File: src/rtl/core_sequencer_pkg.sv
// core_sequencer_pkg: shared state encoding, decoded-instruction flags and constants for the core sequencer.
package core_sequencer_pkg;

    localparam int INSTR_BYTES = 4;

    typedef enum logic [2:0] {
        S_IDLE,
        S_FETCH,
        S_DECODE,
        S_EXEC,
        S_MEM,
        S_WB,
        S_ERROR
    } seq_state_t;

    typedef struct packed {
        logic is_load;
        logic is_store;
        logic writes_to_reg;
    } instr_t;

endpackage

File: src/rtl/core_sequencer_if.sv
// core_sequencer_if: per-stage enable/completed handshakes plus decode and branch results.
interface core_sequencer_if;
    import core_sequencer_pkg::*;

    logic        fetch_enabled;
    logic        fetch_completed;
    logic        decode_enabled;
    logic        decode_completed;
    logic        exec_enabled;
    logic        exec_completed;
    logic        mem_enabled;
    logic        mem_completed;
    logic        wb_enabled;
    logic        wb_completed;
    logic        br_taken;
    logic [31:0] br_target;
    instr_t      instr;

    modport master (
        output fetch_enabled, decode_enabled, exec_enabled, mem_enabled, wb_enabled,
        input  fetch_completed, decode_completed, exec_completed, mem_completed, wb_completed,
        input  br_taken, br_target, instr
    );

    modport slave (
        input  fetch_enabled, decode_enabled, exec_enabled, mem_enabled, wb_enabled,
        output fetch_completed, decode_completed, exec_completed, mem_completed, wb_completed,
        output br_taken, br_target, instr
    );

endinterface

File: src/rtl/core_perf_counter.sv
// core_perf_counter: 64-bit busy-cycle and retired-instruction counters, both wrapping.
module core_perf_counter (
    input  logic        clk,
    input  logic        rstn,
    input  logic        busy,
    input  logic        retire,
    output logic [63:0] cycle_cnt,
    output logic [63:0] instret
);

    logic [63:0] cycle_q, cycle_d, instret_q, instret_d;

    assign cycle_cnt = cycle_q;
    assign instret   = instret_q;

    // Advance each counter by its one-bit event.
    always_comb begin
        cycle_d   = cycle_q + 64'(busy);
        instret_d = instret_q + 64'(retire);
    end

    // Counter registers.
    always_ff @(posedge clk or negedge rstn) begin
        if (!rstn) begin
            cycle_q   <= '0;
            instret_q <= '0;
        end else begin
            cycle_q   <= cycle_d;
            instret_q <= instret_d;
        end
    end

endmodule

File: src/rtl/core_sequencer.sv
// core_sequencer: sequences fetch/decode/exec/mem/write stages, owns the PC, watchdogs each stage.
// Defining CORE_SEQ_PERF_CNT_EN adds cycle_cnt/instret performance counter outputs.
module core_sequencer
    import core_sequencer_pkg::*;
#(
    parameter logic [31:0] RESET_PC    = 32'h0000_0000,
    parameter int unsigned WDOG_CYCLES = 1024
) (
    input  logic             clk,
    input  logic             rstn,
    input  logic             start,
    input  logic             halt_req,
    core_sequencer_if.master bus,
    output logic [31:0]      pc,
    output logic             busy,
`ifdef CORE_SEQ_PERF_CNT_EN
    output logic             error,
    output logic [63:0]      cycle_cnt,
    output logic [63:0]      instret
`else
    output logic             error
`endif
);

    seq_state_t  state_q, state_d;
    logic        first_q, first_d;
    logic        wr_q, wr_d;
    logic [31:0] pc_q, pc_d, next_pc_q, next_pc_d, wdog_q, wdog_d, exec_pc;
    logic        done, retire, mem_op;

    assign busy  = (state_q != S_IDLE) && (state_q != S_ERROR);
    assign error = state_q == S_ERROR;
    assign pc    = pc_q;

    assign bus.fetch_enabled  = first_q && state_q == S_FETCH;
    assign bus.decode_enabled = first_q && state_q == S_DECODE;
    assign bus.exec_enabled   = first_q && state_q == S_EXEC;
    assign bus.mem_enabled    = first_q && state_q == S_MEM;
    assign bus.wb_enabled     = first_q && state_q == S_WB;

    // Stage sequencing, PC update and watchdog; completions are ignored in a stage's enable cycle.
    always_comb begin
        state_d   = state_q;
        pc_d      = pc_q;
        next_pc_d = next_pc_q;
        wr_d      = wr_q;
        wdog_d    = wdog_q;
        retire    = 1'b0;
        mem_op    = bus.instr.is_load || bus.instr.is_store;
        exec_pc   = bus.br_taken ? bus.br_target : pc_q + 32'(INSTR_BYTES);
        done      = !first_q && (state_q == S_FETCH  ? bus.fetch_completed  :
                                 state_q == S_DECODE ? bus.decode_completed :
                                 state_q == S_EXEC   ? bus.exec_completed   :
                                 state_q == S_MEM    ? bus.mem_completed    :
                                 state_q == S_WB     ? bus.wb_completed     : 1'b0);
        case (state_q)
            S_IDLE:   state_d = (start && !halt_req) ? S_FETCH : S_IDLE;
            S_FETCH:  state_d = done ? S_DECODE : S_FETCH;
            S_DECODE: state_d = done ? S_EXEC : S_DECODE;
            S_EXEC: if (done) begin
                next_pc_d = exec_pc;
                wr_d      = bus.instr.writes_to_reg;
                state_d   = mem_op ? S_MEM : bus.instr.writes_to_reg ? S_WB : S_EXEC;
                retire    = !mem_op && !bus.instr.writes_to_reg;
            end
            S_MEM: if (done) begin
                state_d = wr_q ? S_WB : S_MEM;
                retire  = !wr_q;
            end
            S_WB:     retire = done;
            default:  ;
        endcase
        if (retire) begin
            pc_d    = state_q == S_EXEC ? exec_pc : next_pc_q;
            state_d = halt_req ? S_IDLE : S_FETCH;
        end
        if (busy) begin
            wdog_d = first_q ? 32'd0 : wdog_q + 32'd1;
            if (WDOG_CYCLES != 0 && !first_q && !done && wdog_q == 32'(WDOG_CYCLES - 1))
                state_d = S_ERROR;
        end
        first_d = state_d != state_q;
    end

    // Architectural state registers.
    always_ff @(posedge clk or negedge rstn) begin
        if (!rstn) begin
            state_q   <= S_IDLE;
            first_q   <= 1'b0;
            wr_q      <= 1'b0;
            pc_q      <= RESET_PC;
            next_pc_q <= RESET_PC;
            wdog_q    <= '0;
        end else begin
            state_q   <= state_d;
            first_q   <= first_d;
            wr_q      <= wr_d;
            pc_q      <= pc_d;
            next_pc_q <= next_pc_d;
            wdog_q    <= wdog_d;
        end
    end

`ifdef CORE_SEQ_PERF_CNT_EN
    core_perf_counter u_perf (
        .clk       (clk),
        .rstn      (rstn),
        .busy      (busy),
        .retire    (retire),
        .cycle_cnt (cycle_cnt),
        .instret   (instret)
    );
`endif

endmodule
File: src/flat_wrapper.sv
// flat-port wrapper written by rule: the top's interface ports become plain ports
module core_sequencer_flat import core_sequencer_pkg::*;
#(
    parameter logic [31:0] RESET_PC    = 32'h0000_0000,
    parameter int unsigned WDOG_CYCLES = 1024
)
  (clk, rstn, start, halt_req, pc, busy, error, bus_fetch_enabled, bus_decode_enabled, bus_exec_enabled, bus_mem_enabled, bus_wb_enabled, bus_fetch_completed, bus_decode_completed, bus_exec_completed, bus_mem_completed, bus_wb_completed, bus_br_taken, bus_br_target, bus_instr);
  core_sequencer_if bus_i ();
  input  logic clk;
  input  logic rstn;
  input  logic start;
  input  logic halt_req;
  output logic [31:0] pc;
  output logic busy;
  output logic error;
  output wire logic [$bits(bus_i.fetch_enabled)-1:0] bus_fetch_enabled;
  output wire logic [$bits(bus_i.decode_enabled)-1:0] bus_decode_enabled;
  output wire logic [$bits(bus_i.exec_enabled)-1:0] bus_exec_enabled;
  output wire logic [$bits(bus_i.mem_enabled)-1:0] bus_mem_enabled;
  output wire logic [$bits(bus_i.wb_enabled)-1:0] bus_wb_enabled;
  input wire logic [$bits(bus_i.fetch_completed)-1:0] bus_fetch_completed;
  input wire logic [$bits(bus_i.decode_completed)-1:0] bus_decode_completed;
  input wire logic [$bits(bus_i.exec_completed)-1:0] bus_exec_completed;
  input wire logic [$bits(bus_i.mem_completed)-1:0] bus_mem_completed;
  input wire logic [$bits(bus_i.wb_completed)-1:0] bus_wb_completed;
  input wire logic [$bits(bus_i.br_taken)-1:0] bus_br_taken;
  input wire logic [$bits(bus_i.br_target)-1:0] bus_br_target;
  input wire logic [$bits(bus_i.instr)-1:0] bus_instr;
  assign bus_fetch_enabled = bus_i.fetch_enabled;
  assign bus_decode_enabled = bus_i.decode_enabled;
  assign bus_exec_enabled = bus_i.exec_enabled;
  assign bus_mem_enabled = bus_i.mem_enabled;
  assign bus_wb_enabled = bus_i.wb_enabled;
  assign bus_i.fetch_completed = bus_fetch_completed;
  assign bus_i.decode_completed = bus_decode_completed;
  assign bus_i.exec_completed = bus_exec_completed;
  assign bus_i.mem_completed = bus_mem_completed;
  assign bus_i.wb_completed = bus_wb_completed;
  assign bus_i.br_taken = bus_br_taken;
  assign bus_i.br_target = bus_br_target;
  assign bus_i.instr = bus_instr;
  core_sequencer #(.RESET_PC(RESET_PC), .WDOG_CYCLES(WDOG_CYCLES)) u_core (.clk(clk), .rstn(rstn), .start(start), .halt_req(halt_req), .bus(bus_i), .pc(pc), .busy(busy), .error(error));
endmodule
File: config.mk
export PLATFORM = sky130hd
export DESIGN_NAME = core_sequencer_flat
export DESIGN_NICKNAME = d
export VERILOG_FILES = /design/src/rtl/core_sequencer_pkg.sv /design/src/rtl/core_sequencer_if.sv /design/src/rtl/core_perf_counter.sv /design/src/rtl/core_sequencer.sv /design/src/flat_wrapper.sv
export SDC_FILE = /design/constraint.sdc
export NUM_CORES = 1
export LEC_CHECK = 0
export CAP_MARGIN = 20
export CORE_MARGIN = 4
export CORE_UTILIZATION = 60
export CTS_CLUSTER_DIAMETER = 120
export DETAILED_ROUTE_END_ITERATION = 12
export GPL_TIMING_DRIVEN = 0
export PLACE_DENSITY = 0.9
export SKIP_LAST_GASP = 1
export SLEW_MARGIN = 10
export SYNTH_ARGS = -nofsm -noshare
export SYNTH_HDL_FRONTEND = slang
export SYNTH_SLANG_ARGS = --single-unit
File: constraint.sdc
create_clock -name clk -period 6.3 [get_ports clk]
set_clock_uncertainty 0.1 [all_clocks]
set_input_delay 1.26 -clock clk [delete_from_list [all_inputs] [get_ports clk]]
set_output_delay 1.26 -clock clk [all_outputs]
set_load 0.05 [all_outputs]
* After elaboration in Yosys (flattened, before gate mapping)
Index checks and enable logic that the tools add are counted.
** Cells by class
- Add/subtract/negate cells :: 2
- Equality and inequality tests :: 9
- Mux-type cells :: 24
- Reductions and logical operators :: 21
** Operators by type and width (number)
- $mux 32 :: 3
- $add 32x1->32 const B :: 1
- $add 32x3->32 const B :: 1
- $eq 32x10->1 const B :: 1
- $mux 3 :: 7
- $pmux 3 s5 :: 1
- $logic_and 1x1->1 :: 11
- $mux 1 :: 11
- $eq 3x3->1 const B :: 3
- $eq 3x2->1 const B :: 2
- $logic_not 1->1 :: 6
- $eq 3x1->1 const B :: 1
- $logic_not 3->1 :: 1
- $ne 3x3->1 :: 1
- $ne 3x3->1 const B :: 1
- $pmux 1 s3 :: 1
- $reduce_bool 3->1 :: 1
- $mux 2 :: 1
- $reduce_and 2->1 :: 1
- $logic_or 1x1->1 :: 1
** Storage, ports and cells
- Input bits :: 45
- Flip-flop bits (word level) :: 101
- Output and inout bits :: 39

* Longest topological paths before layout
Gate-level depths: netlist of run 1.
- Word-level depth :: 13
- Depth in mapped cells :: 9

* Worst setup path after synthesis of run 1
Ideal clock, no wire load.
- Path type :: flip-flop to output port
- Start :: register u_core.state_q[1]
- End :: output bus_decode_enabled
- Required time :: 4.940 ns
- Stages on the path, launching flop included :: 4
- Path buffers :: 1
- Arrival :: 1.954 ns
- Setup slack :: 2.986 ns
- Path through :: dfrtp_1 -> buf_2 -> nor2b_1 -> nor3b_1
** On the way
- Longest elaborated chain between the ends :: 2
** RTL lines
- start, declared :: line core_sequencer.sv:25 : seq_state_t state_q, state_d;
- start signal, assigned :: line core_sequencer.sv:95 : state_q <= state_d;
- $eq 3x2->1 :: line core_sequencer.sv:36 : assign bus.decode_enabled = first_q && state_q == S_DECODE;
- $logic_and 1x1->1 :: line core_sequencer.sv:36
- end, declared :: line flat_wrapper.sv:17 : output wire logic [$bits(bus_i.decode_enabled)-1:0] bus_decode_enabled;
Every way passes these cells.

* Worst setup path in the final report of run 1
- Start :: register u_core.state_q[2]
- End :: output bus_exec_enabled
** On the way
- Longest elaborated chain between the ends :: 2
** RTL lines
- $eq 3x2->1 :: line core_sequencer.sv:37 : assign bus.exec_enabled = first_q && state_q == S_EXEC;
- $logic_and 1x1->1 :: line core_sequencer.sv:37
- end, declared :: line flat_wrapper.sv:18 : output wire logic [$bits(bus_i.exec_enabled)-1:0] bus_exec_enabled;
Every way passes these cells.

==> results.cfg, run 1 <==
[setup_path]
cp.arrival_ns = 3.41
critPathCaptureType = primary output
critPathKind = flip-flop to primary output
cp_cell_sequence = clkbuf_1 -> nand3b_1 -> clkbuf_1 -> buf_1 -> nor2_1 -> clkdlybuf4s50_1
cp-startpoint = u_core.state_q[2]
r2r_start = u_core.state_q[0]
critPathMaxFanout = 10
cp.required_ns = 4.94
crit_buf_inv = 4
critPathLaunchType = flip-flop
cpMaxStageDelayCell = clkdlybuf4s50_1
critPathTopFamily = buffers and inverters
path_common_cell = clkbuf_1
slowest_delay_ns = 0.72

[sta]
tightestPinTransition_ns = 0.8269
fin_crit_ns = 4.770
finalCritPeriodShare = 0.7572
hold_viol = 0
setup_viol = 0
fin_setup_tns_ns = 0
setup_slack_ns = 1.530
max-slew-margin-rel = 0.4482
holdWs_ns = 0.3891
slew_viol_final = 0
rsz0062_at_grt = false
fmax_mhz = 209.6

[placed_design]
gp_congestion = 0.9366
portBuffers = 83
place_ws_ns = 2.080
hpwl_um = 13330

[cts]
postCtsSetupBuffers = 0
clkLatencyLatePin_ns = 0.39
htreeDepth = 3
clockBufferDepth = 2
cts.sinks = 101
clkSlewWorstSetupHoldPaths_ns = 0.10
hold_buffers = 0
ctsRootBufferMaster = clkbuf_8
post_cts_resized = 0
cts_made_buffers = 9
cts_tree = done

[logic_synthesis]
synth.distinct_cells = 69
ys_seq_elements = 101
yosysSeqAreaShare = 0.4135
synth_top_cell_by_area = dfrtp_1
ys_top_cells_by_area = dfrtp_1, nand2_1, xnor2_1, nor2_1, o21ai_0
synth_edf_count = 0
netlist.area_leader.share = 0.4135
avgSynthCellArea_um2 = 8.707
synthArstFlopShare = 1.000
synth_fp_nets = 749
ys_warn_count = 0
netlist_area_um2 = 6112
synthFlopType = dfrtp_1
syn_inst = 702

[pwr]
p_int_uw = 1610
comb_power_share = 0.497
p_total_uw = 3039
seqPwrFrac = 0.356
switching_share = 0.4702
power_density_nw_per_um2 = 413.7
peakVddDrop_mv = 0.2871
p_clk_frac = 0.147
p_sw_uw = 1429
p_leak_uw = 0.002948

[routing]
drc = 0
postRouteAntennaNets = 0
vias = 6320
drt_iter0_drc = 748
avgRoutedWirePerCell_um = 20.34
viasPerCell = 6.759
detail_route.first_pass.iterations = 7
detail_route.wirelength_um = 19020

[global_route]
grt_pass1_vias = 6289
overflow = 0
grt_use_total = 0.3340
antenna_found_initial = 0
grt_max_degree = 65
grt_pass1_wl_um = 30870

[floorplan]
core-area_um2 = 9864
ios = 84
initial_core_util = 0.6196
num_rows = 36
die_h_um = 108.9
fp.dieW_um = 108.9
die_area_um2 = 11870

[final_layout]
final_util = 0.7447
syn_to_final_growth_pct = 20.18
multi_input_area_um2 = 3317
drive_gt1_frac = 0.06983
n_fill_cell = 668
final_cell_mix = dfrtp_1, nand2_1, clkdlybuf4s50_1, nor2_1, o21ai_0
num_antenna_cells = 0
seq_area_um2 = 2527
final_nets = 844
final_common_cell = dfrtp_1

[worst_hold_path]
hp-class = flip-flop to flip-flop
hp-start = u_core.next_pc_q[20]

[flow_run]
maxCapViolations = 0

[run_status]
status = finished clean
## power by group through the flow
stage                     logic [uW]  clock network (uW)  registers, uW
after floorplan                  745                   0           1310
after global placement          1420                   0           1060
after detailed placement        1480                   0           1080
final                           1510                 445           1080
after global routing            1620                 469           1110
after CTS                       1490                 441           1070
## flip-flops by register name (all words and copies together), names as in the netlist
name / cells
u_core.wdog_q: 32
u_core.pc: 32
u_core.next_pc_q: 32
u_core.wr_q: 1
u_core.state_q: 3
u_core.first_q: 1
## cell usage after synthesis, drive strengths merged (6+ instances only)
master,count
dfrtp,101
nand2,94
nor2,52
o21ai,47
clkbuf,30
nand3,30
a21oi,29
nor3,26
xnor2,24
nor4,21
o31ai,21
and3,19
mux2,18
buf,17
inv,17
nand4,11
or3,11
or4,11
a31oi,9
nand2b,9
o211ai,9
o31a,9
mux2i,8
o221ai,7
xor2,7
and2,6
## final cells by class
| type | count | share of cell area |
|---|---|---|
| flip-flops and latches | 101 | 0.3441 |
| clock buffers | 13 | 0.02299 |
| repair buffers | 84 | 0.1165 |
| multi-input cells | 537 | 0.4515 |
| plain buffers | 47 | 0.02776 |
| clock inverters | 3 | 0.005791 |
| well taps | 133 | 0.02265 |
| inverters | 17 | 0.008687 |
## worst register-to-register path: stages (launching register included)
cell and delay (ns):
dfrtp_1 0.36, buf_2 0.22, and3b_1 0.19, clkbuf_1 0.30, clkbuf_1 0.54, clkbuf_1 0.57, nor2_1 0.09, o32ai_1 0.27
## stage by stage
| step | cells | cell area (um2) |
|---|---|---|
| 3_5_place_dp | 919 | 7134 |
| 6_report | 935 | 7346 |
| 5_1_grt | 935 | 7346 |
| 4_1_cts | 935 | 7346 |
| 2_1_floorplan | 702 | 6112 |
| 3_3_place_gp | 918 | 7109 |
## worst paths after layout
path / cells past startpoint / slack [ns] / to
min in group asynchronous: 1 / 0.74 / u_core.wdog_q[0]
worst min register to register: 2 / 0.39 / u_core.next_pc_q[20]
worst min-delay path: 2 / 0.39 / u_core.next_pc_q[20]
max in group asynchronous: 2 / 4.65 / u_core.next_pc_q[19]
worst max-delay path: 6 / 1.53 / bus_exec_enabled
worst max register to register: 7 / 3.55 / u_core.pc[23]
## metal layers
| layer | up-vias | track usage | routed length (um) |
|---|---|---|---|
| li1 | 2758 | - | - |
| met1 | 3002 | 0.4334 | 7121 |
| met2 | 444 | 0.5215 | 8817 |
| met3 | 116 | 0.06927 | 1993 |
| met4 | 0 | 0.1876 | 1084 |
| met5 | - | 0 | 0 |
## cells by family after synthesis
| group | Yosys count | synth area share |
|---|---|---|
| adder cells (fa/ha/maj) | 2 | 0.004094 |
| multiplexers | 26 | 0.04626 |
| buffers and inverters | 64 | 0.04381 |
| AND/OR/NAND/NOR | 309 | 0.2614 |
| XOR/XNOR | 31 | 0.04442 |
| AO/OA/AOI/OAI | 169 | 0.1865 |
| flip-flops | 101 | 0.4135 |
Power figures use the tool's default switching activity.
==> run 2, diff against run 1 <==
--- a/config.mk
+++ b/config.mk
@@ -7,11 +7,11 @@
 export LEC_CHECK = 0
 export CAP_MARGIN = 20
 export CORE_MARGIN = 4
-export CORE_UTILIZATION = 60
+export CORE_UTILIZATION = 56
 export CTS_CLUSTER_DIAMETER = 120
 export DETAILED_ROUTE_END_ITERATION = 12
 export GPL_TIMING_DRIVEN = 0
-export PLACE_DENSITY = 0.9
+export PLACE_DENSITY = 0.85
 export SKIP_LAST_GASP = 1
 export SLEW_MARGIN = 10
 export SYNTH_ARGS = -nofsm -noshare
==> constraint.sdc (replaced) <==
create_clock -name clk -period 4.5 [get_ports clk]
set_clock_uncertainty 0.1 [all_clocks]
set_input_delay 0.9 -clock clk [delete_from_list [all_inputs] [get_ports clk]]
set_output_delay 0.9 -clock clk [all_outputs]
set_load 0.05 [all_outputs]
==> results.cfg, run 2 (same netlist as run 1, synthesis figures left out) <==
[run_status]
status = finished clean

[final_layout]
final_cell_mix = dfrtp_1, nand2_1, clkdlybuf4s50_1, nor2_1, o21ai_0
final_common_cell = dfrtp_1
final_nets = 844
fin_area_um2 = 7327
drive_gt1_frac = 0.07232
num_antenna_cells = 0
syn_to_final_growth_pct = 19.88

[global_route]
antenna_found_initial = 0
grt_pass1_wl_um = 30590
grt_max_degree = 54
overflow = 0
grt_use_total = 0.2995
grt_pass1_vias = 6056

[placed_design]
dpl_cell_area_um2 = 7138
gp_congestion = 0.9178
hpwl_um = 13490
portBuffers = 83

[sta]
hold_viol = 0
fmax_mhz = 235.0
slew_viol_final = 0
finalCritPeriodShare = 0.9457
rsz0062_at_grt = false
max-slew-margin-rel = 0.4659
fin_crit_ns = 4.256
tightestPinTransition_ns = 0.8004
setup_viol = 0

[worst_hold_path]
hp-start = u_core.next_pc_q[22]
hp-class = flip-flop to flip-flop
whs_path_depth = 2

[setup_path]
cp-startpoint = u_core.state_q[2]
cp.required_ns = 3.50
cp_cell_sequence = clkbuf_1 -> nand3b_1 -> clkbuf_1 -> clkbuf_2 -> nor2_1 -> clkdlybuf4s50_1
cp_num_cells = 6
critPathCaptureType = primary output
worstRegToRegCells = 7
critPathLaunchType = flip-flop
cpMaxStageDelayCell = clkdlybuf4s50_1
path_common_cell = clkbuf_1
cp.arrival_ns = 3.26
critPathTopFamily = buffers and inverters
slowest_delay_ns = 0.73
crit_buf_inv = 4
critPathKind = flip-flop to primary output
critPathMaxFanout = 10
r2r_start = u_core.state_q[0]

[routing]
met1Wirelength_um = 7668
avgRoutedWirePerCell_um = 20.40
drt_iter0_drc = 822
postRouteAntennaNets = 0
vias = 6196
dr.max_layer_used = met4
route.met2.wl_um = 8991
drc = 0
detail_route.wirelength_um = 19130
viasPerCell = 6.606
detail_route.first_pass.iterations = 6
wl_met3_um = 1822

[pwr]
peakVddDrop_mv = 0.4106
p_total_uw = 4208
p_int_uw = 2165
power_density_nw_per_um2 = 574.4
seqPwrFrac = 0.360
p_clk_frac = 0.139
p_sw_uw = 2043
comb_power_share = 0.501
p_leak_uw = 0.002941
switching_share = 0.4854

[floorplan]
die_area_um2 = 12650
initial_core_util = 0.5842
die_h_um = 112.5
core-area_um2 = 10460
fp.dieW_um = 112.5
num_rows = 37
ios = 84

[cts]
cts.sinks = 101
cts_made_buffers = 9
hold_buffers = 0
clkSlewWorstSetupHoldPaths_ns = 0.11
cts_tree = done
htreeDepth = 3
ctsRootBufferMaster = clkbuf_8
clkLatencyLatePin_ns = 0.41
clockBufferDepth = 2

[flow_run]
maxCapViolations = 0
[run 2: metrics by stage]
stage | std cells | setup TNS, ns | hold WS, ns | setup slack, ns | util
final | 938 | 0 | 0.3892 | 0.2441 | 0.7003
after global routing | 938 | 0 | 0.4232 | 0.1499 | 0.7003
after CTS | 938 | 0 | 0.3861 | 0.09221 | 0.7002
after detailed placement | 922 | 0 | 0.3628 | 0.5457 | 0.6823
after global placement | 921 | -138.07 | 0.3519 | -1.372 | 0.6799
after floorplan | 702 | 0 | 0.3402 | 1.546 | -
[run 2: per-layer routing]
metal,global-route usage,vias up
li1,-,2760
met1,0.3974,3002
met2,0.4764,373
met3,0.06361,61
met4,0.1274,0
met5,0,-
[run 2: power by group through the flow]
stage	sequential [uW]	combinational [uW]	clock [uW]
floorplan	1830	1040	0
global placement	1490	2000	0
detailed placement	1510	2080	0
CTS	1500	2080	585
global route	1550	2250	627
finish	1520	2110	584
[run 2: area by class of cell]
class | count | area (um2)
buffer | 47 | 205.2
clock buffer | 9 | 123.9
clock inverter | 7 | 63.81
fill | 838 | 3136
inverter | 17 | 63.81
multi-input combinational | 537 | 3317
sequential | 101 | 2527
tap | 136 | 170.2
timing repair buffer | 84 | 855.8
[run 2: final timing paths]
| kind | endpoint | slack (ns) |
|---|---|---|
| max reg2reg | u_core.pc[25] | 1.78 |
| min | u_core.next_pc_q[22] | 0.39 |
| min reg2reg | u_core.next_pc_q[22] | 0.39 |
| max | bus_exec_enabled | 0.24 |
| min in group asynchronous | u_core.wdog_q[2] | 0.41 |
| max in group asynchronous | u_core.pc[11] | 3.19 |
[run 2: what timing repair did]
item / 4_1_cts / 5_1_grt
setup buffers: 0 / 0
setup endpoints to repair: 0 / 1
gates resized for setup: 0 / 1
[run 2: worst register-to-register path, stage by stage (launching register included)]
cell	delay, ns
dfrtp_1	0.36
buf_2	0.22
and3b_1	0.18
clkbuf_1	0.32
clkbuf_1	0.52
clkbuf_1	0.53
nor2_1	0.09
o32ai_1	0.29
